$ cat src/rtl/pipeline_pkg.sv
// Shared pipeline types for the memory stage: the access FSM state,
// the load result-select code and the MEM/WB register layout.
package pipeline_pkg;

   localparam int XLEN = 32;

   // ResultSrc code that selects the data-memory read value in writeback
   localparam logic [1:0] RESULT_SRC_MEM = 2'b01;

   typedef enum logic {
      IDLE = 1'b0,
      WAIT = 1'b1
   } mem_state_t;

   // MEM/WB register contents; an all-zero value is a bubble
   typedef struct packed {
      logic            reg_write;
      logic [1:0]      result_src;
      logic [XLEN-1:0] alu_result;
      logic [XLEN-1:0] read_data;
      logic [4:0]      rd;
      logic [XLEN-1:0] pc_plus;
   } mw_reg_t;

endpackage

$ cat src/rtl/byte_lane_unit.sv
// Byte-lane steering for data-memory accesses: forms byte enables and the
// replicated store data, and extracts the loaded byte.
// With BYTE_ACCESS_EN undefined every access is a full-word access and the
// size/lane inputs are not used.
import pipeline_pkg::*;

module byte_lane_unit (
   input  logic [1:0]      addr_lsb,
   input  logic            st_byte,
   input  logic            ld_byte,
   input  logic [XLEN-1:0] wdata,
   input  logic [XLEN-1:0] rdata,
   output logic [3:0]      be,
   output logic [XLEN-1:0] wdata_out,
   output logic [XLEN-1:0] ld_data
);

`ifdef BYTE_ACCESS_EN
   // Steer store lanes and pick the addressed load byte
   always_comb begin
      // NOTE: every output gets a default first so no path leaves one unassigned (no latch).
      be        = 4'hF;
      wdata_out = wdata;
      ld_data   = rdata;
      if (st_byte) begin
         be        = 4'b0001 << addr_lsb;
         wdata_out = {(XLEN/8){wdata[7:0]}};
      end
      if (ld_byte) begin
         case (addr_lsb)
            2'd0:    ld_data = {{(XLEN-8){1'b0}}, rdata[7:0]};
            2'd1:    ld_data = {{(XLEN-8){1'b0}}, rdata[15:8]};
            2'd2:    ld_data = {{(XLEN-8){1'b0}}, rdata[23:16]};
            default: ld_data = {{(XLEN-8){1'b0}}, rdata[31:24]};
         endcase
      end
   end
`else
   logic unused_lane_inputs;

   // Word-only build: pass data straight through
   always_comb begin
      be                 = 4'hF;
      wdata_out          = wdata;
      ld_data            = rdata;
      unused_lane_inputs = ^{addr_lsb, st_byte, ld_byte};
   end
`endif

endmodule

$ cat src/rtl/mem_access_stage.sv
// Memory stage: issues the EX/MEM load or store over a valid/ready
// handshake, stalls upstream while memory is busy, times out a dead memory
// with a sticky error flag, and forms the MEM/WB register.
// Optional build macro: BYTE_ACCESS_EN enables byte loads/stores.
import pipeline_pkg::*;

module mem_access_stage #(
   parameter int DATA_WIDTH     = 32,
   parameter int TIMEOUT_CYCLES = 255
) (
   input  logic                  clk,
   input  logic                  rst_n,
   input  logic                  RegWriteM,
   input  logic                  MemWriteM,
   input  logic                  StSrcM,
   input  logic                  LdSrcM,
   input  logic [1:0]            ResultSrcM,
   input  logic [DATA_WIDTH-1:0] ALUResultM,
   input  logic [DATA_WIDTH-1:0] WriteDataM,
   input  logic [DATA_WIDTH-1:0] PC_PlusM,
   input  logic [4:0]            RdM,
   output logic                  mem_req,
   output logic                  mem_we,
   output logic [DATA_WIDTH-1:0] mem_addr,
   output logic [DATA_WIDTH-1:0] mem_wdata,
   output logic [3:0]            mem_be,
   input  logic                  mem_ready,
   input  logic [DATA_WIDTH-1:0] mem_rdata,
   output logic                  StallM,
   output logic                  MemErr,
   output logic                  RegWriteW,
   output logic [1:0]            ResultSrcW,
   output logic [DATA_WIDTH-1:0] ALUResultW,
   output logic [DATA_WIDTH-1:0] ReadDataW,
   output logic [4:0]            RdW,
   output logic [DATA_WIDTH-1:0] PC_PlusW
);

   // Last WAIT-cycle count before the access is abandoned
   localparam logic [7:0] TIMEOUT_LAST = 8'(TIMEOUT_CYCLES - 1);

   mem_state_t      state_q;
   logic [7:0]      wait_cnt_q;
   logic            err_q;
   mw_reg_t         w_q;

   logic            access;
   logic            is_load;
   logic            in_wait;
   logic            timeout_hit;
   logic [XLEN-1:0] ld_data;

   byte_lane_unit u_lanes (
      .addr_lsb  (ALUResultM[1:0]),
      .st_byte   (StSrcM),
      .ld_byte   (LdSrcM),
      .wdata     (WriteDataM),
      .rdata     (mem_rdata),
      .be        (mem_be),
      .wdata_out (mem_wdata),
      .ld_data   (ld_data)
   );

   // Handshake and stall decode; request is killed by reset with no clock
   always_comb begin
      is_load     = (ResultSrcM == RESULT_SRC_MEM);
      access      = MemWriteM | is_load;
      in_wait     = (state_q == WAIT);
      mem_req     = rst_n & (in_wait | access);
      mem_we      = mem_req & MemWriteM;
      mem_addr    = {ALUResultM[DATA_WIDTH-1:2], 2'b00};
      timeout_hit = in_wait & ~mem_ready & (wait_cnt_q == TIMEOUT_LAST);
      StallM      = mem_req & ~mem_ready & ~timeout_hit;
   end

   // Access FSM, wait counter and sticky timeout flag
   always_ff @(posedge clk or negedge rst_n) begin
      if (!rst_n) begin
         state_q    <= IDLE;
         wait_cnt_q <= '0;
         err_q      <= 1'b0;
      end else begin
         // NOTE: sequential state uses non-blocking assignments so every flop samples pre-edge values.
         case (state_q)
            IDLE: begin
               if (access && !mem_ready) begin
                  state_q    <= WAIT;
                  wait_cnt_q <= '0;
               end
            end
            default: begin
               if (mem_ready) begin
                  state_q <= IDLE;
               end else if (timeout_hit) begin
                  state_q <= IDLE;
                  err_q   <= 1'b1;
               end else begin
                  wait_cnt_q <= wait_cnt_q + 8'd1;
               end
            end
         endcase
      end
   end

   // MEM/WB register: bubble while stalled or on a timed-out access
   always_ff @(posedge clk or negedge rst_n) begin
      if (!rst_n) begin
         w_q <= '0;
      end else if (StallM || timeout_hit) begin
         w_q <= '0;
      end else begin
         w_q.reg_write  <= RegWriteM;
         w_q.result_src <= ResultSrcM;
         w_q.alu_result <= ALUResultM;
         w_q.read_data  <= is_load ? ld_data : '0;
         w_q.rd         <= RdM;
         w_q.pc_plus    <= PC_PlusM;
      end
   end

   assign MemErr     = err_q;
   assign RegWriteW  = w_q.reg_write;
   assign ResultSrcW = w_q.result_src;
   assign ALUResultW = w_q.alu_result;
   assign ReadDataW  = w_q.read_data;
   assign RdW        = w_q.rd;
   assign PC_PlusW   = w_q.pc_plus;

endmodule

$ cat config.mk
export PLATFORM = sky130hd
export DESIGN_NAME = mem_access_stage
export DESIGN_NICKNAME = d
export VERILOG_FILES = /design/src/rtl/pipeline_pkg.sv /design/src/rtl/byte_lane_unit.sv /design/src/rtl/mem_access_stage.sv
export SDC_FILE = /design/constraint.sdc
export NUM_CORES = 1
export LEC_CHECK = 0
export CAP_MARGIN = 40
export CORE_MARGIN = 10
export CORE_UTILIZATION = 38
export DETAILED_ROUTE_END_ITERATION = 6
export PLACE_DENSITY = 0.85
export SLEW_MARGIN = 20
export SYNTH_ARGS = -nofsm -noshare
export SYNTH_HDL_FRONTEND = slang
export SYNTH_HIERARCHICAL = 1
export SYNTH_SLANG_ARGS = --single-unit
$ cat constraint.sdc
create_clock -name clk -period 3.5 [get_ports clk]
set_input_delay 1.05 -clock clk [delete_from_list [all_inputs] [get_ports clk]]
set_output_delay 1.05 -clock clk [all_outputs]
set_load 0.02 [all_outputs]
* After elaboration in Yosys (flattened, before gate mapping) *
Cells that the tools add are included.

storage, ports and cells
  flip-flop bits (word level) = 114
  input port bits = 142
  word-level logic and storage cells = 40

operators by class
  bitwise gates (word level) = 10
  $add $sub $neg = 1
  mux-type cells = 10
  eq/ne operators = 4
  reductions and logical operators = 6

operator list
  kind                   count
  $mux W104              1
  $mux W32               1
  $mux W8                4
  $add A8 B1 Y8 const B  1
  $eq A8 B8 Y1 const B   1
  $and A1 B1 Y1          6
  $reduce_and A3 Y1      2
  $mux W1                4
  $ne A2 B2 Y1 const B   2
  $eq A2 B1 Y1 const B   1
  $not A1 Y1             2
  $or A1 B1 Y1           2
  $reduce_bool A2 Y1     1
  $logic_and A1 B1 Y1    1
  $logic_not A1 Y1       1
  $logic_or A1 B1 Y1     1

* Depth between registers and ports, before layout *
Gate-level depths: netlist of the first run.

  word-level depth = 8
  gate-level depth with buffers = 7

* Modules after synthesis *
The synthesis of the first run kept the hierarchy.

modules (own cells, without submodules)
  module            times used  seq. area each (µm²)  area each (µm²)  cells each
  mem_access_stage  1           2852.7                4150.2           315
  byte_lane_unit    1           0.0                   514.2            69

* Least setup slack after synthesis of the first run *
No wires, ideal clock.

  path kind = input -> output
  start = input port ResultSrcM[1]
  end = output port StallM
  arrival time = 1.965 ns
  path buffers = 0
  path slack = 0.485 ns
  stages = 4
  cells stage by stage = and2b_1 -> nor3_1 -> nor3_1 -> and2_1

between the ends
  word-level cells in the longest chain between the ends = 6

RTL lines
  item                        line                    RTL
  start: declaration          mem_access_stage.sv:17  input logic [1:0] ResultSrcM,
  $eq A2 B1 Y1                mem_access_stage.sv:66  is_load = (ResultSrcM == RESULT_SRC_MEM);
  $or A1 B1 Y1                mem_access_stage.sv:67  access = MemWriteM | is_load;
  $or A1 B1 Y1                mem_access_stage.sv:69  mem_req = rst_n & (in_wait | access);
  $and A1 B1 Y1               mem_access_stage.sv:69
  $and A1 B1 Y1 (2 in a row)  mem_access_stage.sv:73  StallM = mem_req & ~mem_ready & ~timeout_hit;
  end: declaration            mem_access_stage.sv:29  output logic StallM,

No other way between the ends.

* Final worst setup path of the first run *
  start = input port MemWriteM
  end = output port mem_we

between the ends
  word-level cells in the longest chain between the ends = 4

RTL lines
  item                line                    RTL
  start: declaration  mem_access_stage.sv:14  input logic MemWriteM,
  $or A1 B1 Y1        mem_access_stage.sv:67
  $or A1 B1 Y1        mem_access_stage.sv:69
  $and A1 B1 Y1       mem_access_stage.sv:69
  $and A1 B1 Y1 (*)   mem_access_stage.sv:70  mem_we = mem_req & MemWriteM;
  end: declaration    mem_access_stage.sv:23  output logic mem_we,

Every way passes the cells marked *; elsewhere a longest branch is shown, timed or not.

==> impl_results.md, run 1 <==
- Power Density: slightly above 500 nW/µm²
- Top FF cell, synth: dfrtp_1
- Non-filler cells, final: a little over 700
- Total GRT Usage: 0.167
- Int Power: 2.84 mW
- Register area share after synthesis: 0.612
- Cell Area, Synth: roughly 4700 µm²
- Placed wire-length estimate: roughly 12 mm
- Clock buffer depth: 2
- Hold Slack: 470 ps
- Mapped Cells: between 300 and 400
- Nets: 700
- Synth top cells by count: dfrtp_1, buf_4, nor2b_1
- Sw power: 837 µW
- HP Start: MemErr
- CP Launch Type: input port
- Total placed cells including tap cells: about 680
- PortBufs: between 200 and 250
- Hold path depth: 1
- Syn. warnings: 6
- Crit path max fanout: 5
- Initial antenna violation count: 0
- Synth top area share: 0.612
- Pleak: roughly 3.2 nW
- Total wire length: ~15 mm
- Std cell rows: 40
- Die area: between 15,000 and 20,000 µm²
- Post-Syn Area per Cell: ~12 µm²
- RR Endpoint: ResultSrcW[1]
- Tcrit/Tclk final: 0.987
- Diode count: 0
- Fmax achieved: around 0.29 GHz
- Largest net degree at the start of global routing: 60
- Total number of vias: 3,185
- Logic pwr share: 0.160
- Status: complete, no violations
- Setup ws final: approximately 44 ps
- FFs w/ async S/R, synth: 1.00
- Area contributors post-synth: dfrtp_1, buf_4, nor2b_1, and2_1, buf_2
- Switching share of power: 0.228
- CP max-delay cell: clkdlybuf4s50_1
- TritonRoute pass-1 iters: 4
- Fin. max-slew vios: 0
- Yosys cell types: 33
- Worst EP required: ~2500 ps
- Starting DRT DRC Count: about 130
- Ratio of cells with drive above 1 in the final layout: 0.0882
- RD Place Congestion: between 0.8 and 0.9
- Gr ovfl total: 0
- Filler Cell Count: roughly 940
- Starting Density: 0.388
- Post-CTS Setup Bufs: 0
- Slew margin rel.: 0.577
- Vias in the first global route: approximately 3,500
- Pre-CTS WS: -348 ps
- Max Cap Violations: 0
- Register-to-register setup slack: around 1500 ps
- Setup_tns: 0 ps
- CP endpoint kind: output pin
- Detail Route Antenna Nets: 0
- Count leader, synth: dfrtp_1
- DR WL/cell: ~21 µm
- Hold endpoint: MemErr
- Die Span X: 131 µm
- Vias per cell: roughly 4.5
- Unrepaired setup endpoints after global routing: false
- Worst Path Arrival: between 2000 and 2500 ps
- Area grow syn2layout: 55.9%
- Clock power share: 0.451
- Worst Skew: between 6 and 7 ps
- Maximum VDD drop: between 0.2 and 0.3 mV
- CTS tree: done
- Remaining DRCs: 0
- Reg clk slew, reported paths: 50 ps
- Worst min path class: reg -> reg
- Die Y-Extent: 131 µm
- Slew @ Worst Pin: ~630 ps
- Final setup fails: 0
- Reg2reg path depth: 8
- Clock sinks: 114
- Worst-path cell chain: clkdlybuf4s50_1 -> buf_4 -> and2_1 -> clkdlybuf4s50_1
- Synth area leader: dfrtp_1
- Final hold violation count: 0
- Post-CTS Hold Buffers: 0
- Tmin final: approximately 3500 ps
- Crit-path max cell delay: approximately 600 ps
- Ports: roughly 320
- Worst-Skew Late Latency: between 300 and 400 ps
- Root buffer cell: clkbuf_16
- Seq cells post-synth: about 110
- CTS H-Tree Depth: 4
- R2R Path Start: wait_cnt_q[0]
- Final Util: 0.606
- WS Path Type: in -> out
- CTS Buf Count: 17
- Crit path launch: MemWriteM
- Crit-path most repeated cell: clkdlybuf4s50_1
- Post-synth EDFFs: 0
- Placeable Area: ~12,000 µm²
- Reg power frac: 0.388
- First-pass GRT wire length: 21.1 mm
==> layout by cell type (no fill, tap or decap), drive strengths merged, types with 2 or more instances in the layout <==
master	synthesis	routed
a21oi	5	5
inv	4	4
bufinv	0	2
conb	2	6
nand4	5	5
mux2i	3	3
nand2	2	2
nor2b	72	72
o21ai	2	2
dfrtp	114	114
nand3	2	2
o31ai	3	3
or4	2	2
and2	34	34
buf	107	16
nor2	3	3
nor3	2	2
ha	2	2
a31oi	2	2
nand2b	5	5
clkbuf	3	26
clkdlybuf4s50	0	242
clkinv	0	3
==> logic make-up (layout without fill, tap and decap cells) <==
kind of cell / Yosys count / count (layout) / synth area share
AND/OR/NAND/NOR: 132 / 132 / 0.177
flip-flops: 114 / 114 / 0.612
buffers and inverters: 114 / 293 / 0.174
AO/OA/AOI/OAI: 17 / 17 / 0.0239
multiplexers: 3 / 3 / 0.00644
adder cells (fa/ha/maj): 2 / 2 / 0.00536
other: 2 / 6 / 0.00161
==> worst max-delay path, delay by kind of cell <==
kind,cells,cell delay (ps)
buf+inv,3,1240
simple gates,1,110
==> worst max-delay path by stage <==
stage | end | slack [ps] | cells past startpoint
6_report | mem_we | 40 | 4
5_1_grt | mem_we | 20 | 4
4_1_cts | mem_req | 4 | 6
3_5_place_dp | StallM | -350 | 6
3_3_place_gp | StallM | -370 | 6
2_1_floorplan | StallM | 490 | 4
==> area by class of cell <==
type	count	area, µm²	share of cell area
clock inverter	5	75.1	0.0103
multi-input combinational	160	1040	0.143
timing repair buffer	259	2600	0.357
inverter	4	15.0	0.00206
tap	147	184	0.0253
clock buffer	25	505	0.0695
sequential	114	2850	0.392
==> per-layer routing <==
layer / global-route usage / up-vias / wire (µm)
met4: 0.0549 / 0 / 164
met1: 0.160 / 1507 / 4840
met5: 0 / - / 0
li1: - / 1452 / -
met3: 0.0999 / 19 / 2080
met2: 0.293 / 207 / 7700
==> state kept, by name (all words and copies together), names as in the netlist <==
name	cells
ResultSrcW	2
RegWriteW	1
ALUResultW	32
PC_PlusW	32
RdW	5
MemErr	1
in_wait	1
wait_cnt_q	8
ReadDataW	32
==> stage by stage <==
step / instance area, µm² / total power [mW]
2_1_floorplan: 4680 / 1.76
3_3_place_gp: 6630 / 2.02
3_5_place_dp: 6630 / 2.04
4_1_cts: 7230 / 3.72
5_1_grt: 7270 / 3.82
6_report: 7270 / 3.68
==> what timing repair did <==
item / 4_1_cts / 5_1_grt
gates resized for setup: 8 / 5
setup endpoints to repair: 2 / 2
pin swaps: 0 / 3
==> power by group through the flow <==
stage               Sequential [mW]  Combinational [mW]  Clock (mW)
floorplan                      1.54               0.223           0
global placement               1.45               0.578           0
detailed placement             1.45               0.590           0
CTS                            1.43               0.593        1.70
global route                   1.44               0.630        1.76
finish                         1.43               0.590        1.66
Power figures use the tool's default switching activity.
==> run 2: changes to the inputs <==
Settings changed: ABC_CLOCK_PERIOD_IN_PS set to 3500, REMOVE_ABC_BUFFERS set to 1.
==> run 2 against run 1 <==
- die area is the same
- largest cell class unchanged
- worst hold slack lost 16 ps
- sequential share of layout area is essentially flat
- design area is essentially flat
- flip-flop and latch count is the same
- non-clock buffer count is the same
- highest routed layer is now met5
- cell count grew 0.14%
- clock skew grew 1.0 ps
- first-iteration DRC count grew 34%
- register-to-register slack is essentially flat
==> impl_results.md, run 2 (same netlist as run 1, synthesis figures left out) <==
- RR Endpoint: RdW[4]
- Power Density: 505 nW/µm² (about the same)
- Worst Skew: 7.38 ps (+0.996 ps)
- Non-filler cells, final: 715 (+0.14%)
- Slew margin rel.: 0.615 (+0.0378)
- Largest net degree at the start of global routing: 69 (+15%)
- Most frequent cells in the layout: clkdlybuf4s50_1, dfrtp_1, nor2b_1
- Total placed cells including tap cells: 682 (unchanged)
- Clock sinks: 114 (unchanged)
- Setup_tns: 0 ps (unchanged)
- Total GRT Usage: 0.190 (+0.0229)
- TritonRoute pass-1 iters: 4 (unchanged)
- Area grow syn2layout: 56.0% (about the same)
- Hold path depth: 1 (unchanged)
- CP Launch Type: input port
- Final hold violation count: 0 (unchanged)
- Fmax achieved: 0.291 GHz (+0.47%)
- Tmin final: 3440 ps (-16.3 ps)
- Remaining DRCs: 0 (unchanged)
- Crit path max fanout: 3 (-2)
- RD Place Congestion: 0.802 (-2.3%)
- CTS Buf Count: 17 (unchanged)
- Std cell rows: 40 (unchanged)
- Worst Path Arrival: 2390 ps (-20 ps)
- Die Y-Extent: 131 µm (unchanged)
- Worst-Skew Late Latency: 410 ps (+20 ps)
- Diode count: 0 (unchanged)
- Detail Route Antenna Nets: 0 (unchanged)
- Pleak: 3.21 nW (+0.35%)
- Vias in the first global route: 3,607 (+1.9%)
- Filler Cell Count: 943 (+0.75%)
- First-pass GRT wire length: 22.9 mm (+8.4%)
- Vias per cell: 4.47 (+0.27%)
- Worst EP required: 2450 ps (about the same)
- Status: complete, no violations
- Placeable Area: 12,000 µm² (unchanged)
- Starting DRT DRC Count: 169 (+34%)
- Root buffer cell: clkbuf_16
- Gr ovfl total: 0 (unchanged)
- Crit path launch: ResultSrcM[1]
- Clock buffer depth: 2 (unchanged)
- Tcrit/Tclk final: 0.983 (-0.00466)
- Setup crit end: StallM
- Final Util: 0.606 (about the same)
- Initial antenna violation count: 0 (unchanged)
- Hold Slack: 454 ps (-16.1 ps)
- Register-to-register setup slack: 1500 ps (about the same)
- WS Path Type: in -> out
- Final setup fails: 0 (unchanged)
- Total wire length: 16.4 mm (+11%)
- Reg clk slew, reported paths: 50 ps (about the same)
- CTS tree: done
- Total number of vias: 3,198 (+0.41%)
- Maximum VDD drop: 0.304 mV (+20%)
- Ratio of cells with drive above 1 in the final layout: 0.0898 (+0.00161)
- Ports: 318 (unchanged)
- Max Cap Violations: 0 (unchanged)
- CP endpoint kind: output pin
- Reg2reg path depth: 7 (-1)
- Die area: 17,100 µm² (unchanged)
- Starting Density: 0.388 (unchanged)
- DR WL/cell: 22.9 µm (+11%)
- CTS H-Tree Depth: 4 (unchanged)
- Slew @ Worst Pin: 572 ps (-56.0 ps)
- Placed wire-length estimate: 13.4 mm (+12%)
- Die Span X: 131 µm (unchanged)
- Fin. max-slew vios: 0 (unchanged)
- Nets: 700 (unchanged)
- R2R Path Start: wait_cnt_q[0]
- PortBufs: 245 (unchanged)
- Commonest non-fill, non-tap cell in the layout: clkdlybuf4s50_1
- Worst min path class: reg -> reg
[run 2: critical path, stage by stage]
cell	delay [ps]
clkdlybuf4s50_1	470
and2b_2	270
nor3_4	210
nor3_2	80
and2_1	160
buf_2	150
[run 2: layout make-up]
cell class                      count  area [µm²]  area share
Clock buffer                       27         533      0.0733
Sequential cell                   114        2850       0.392
Inverter                            4        15.0     0.00206
Tap cell                          147         184      0.0253
Clock inverter                      4        45.0     0.00619
Timing Repair Buffer              259        2590       0.356
Multi-Input combinational cell    160        1060       0.145
[run 2: what timing repair did]
action	in CTS	in global routing
buffers inserted	0	1
hold buffers	0	0
pin swaps	0	1
endpoints found under the hold margin	0	0
resized for setup	6	6
endpoints found under the setup margin	2	3
[run 2: metal layers]
metal  global-route usage  vias up  share of wire
li1                     -     1450              -
met2                0.331      167           0.53
met1                0.152     1555           0.28
met5               0.0525        -         0.0076
met3                0.145       24           0.16
met4               0.0811        2          0.018
[run 2: where the power goes]
part / internal (mW) / switching (mW)
Clock: 1.10 / 0.555
Combinational: 0.313 / 0.280
Sequential: 1.40 / 0.0302
[run 2: worst min path at each step]
stage	start	end	slack [ps]
floorplan	wait_cnt_q[3]	wait_cnt_q[3]	510
finish	MemErr	MemErr	450
detailed placement	MemErr	MemErr	450
global route	MemErr	MemErr	490
CTS	MemErr	MemErr	460
global placement	MemErr	MemErr	440
[run 2: per-stage QoR]
step	area, µm²	power, mW	setup slack [ps]
2_1_floorplan	3880	1.63	316
3_5_place_dp	6630	2.04	-346
5_1_grt	7270	3.81	-11.0
6_report	7270	3.68	60.3
3_3_place_gp	6620	2.02	-291
4_1_cts	7220	3.70	5.63
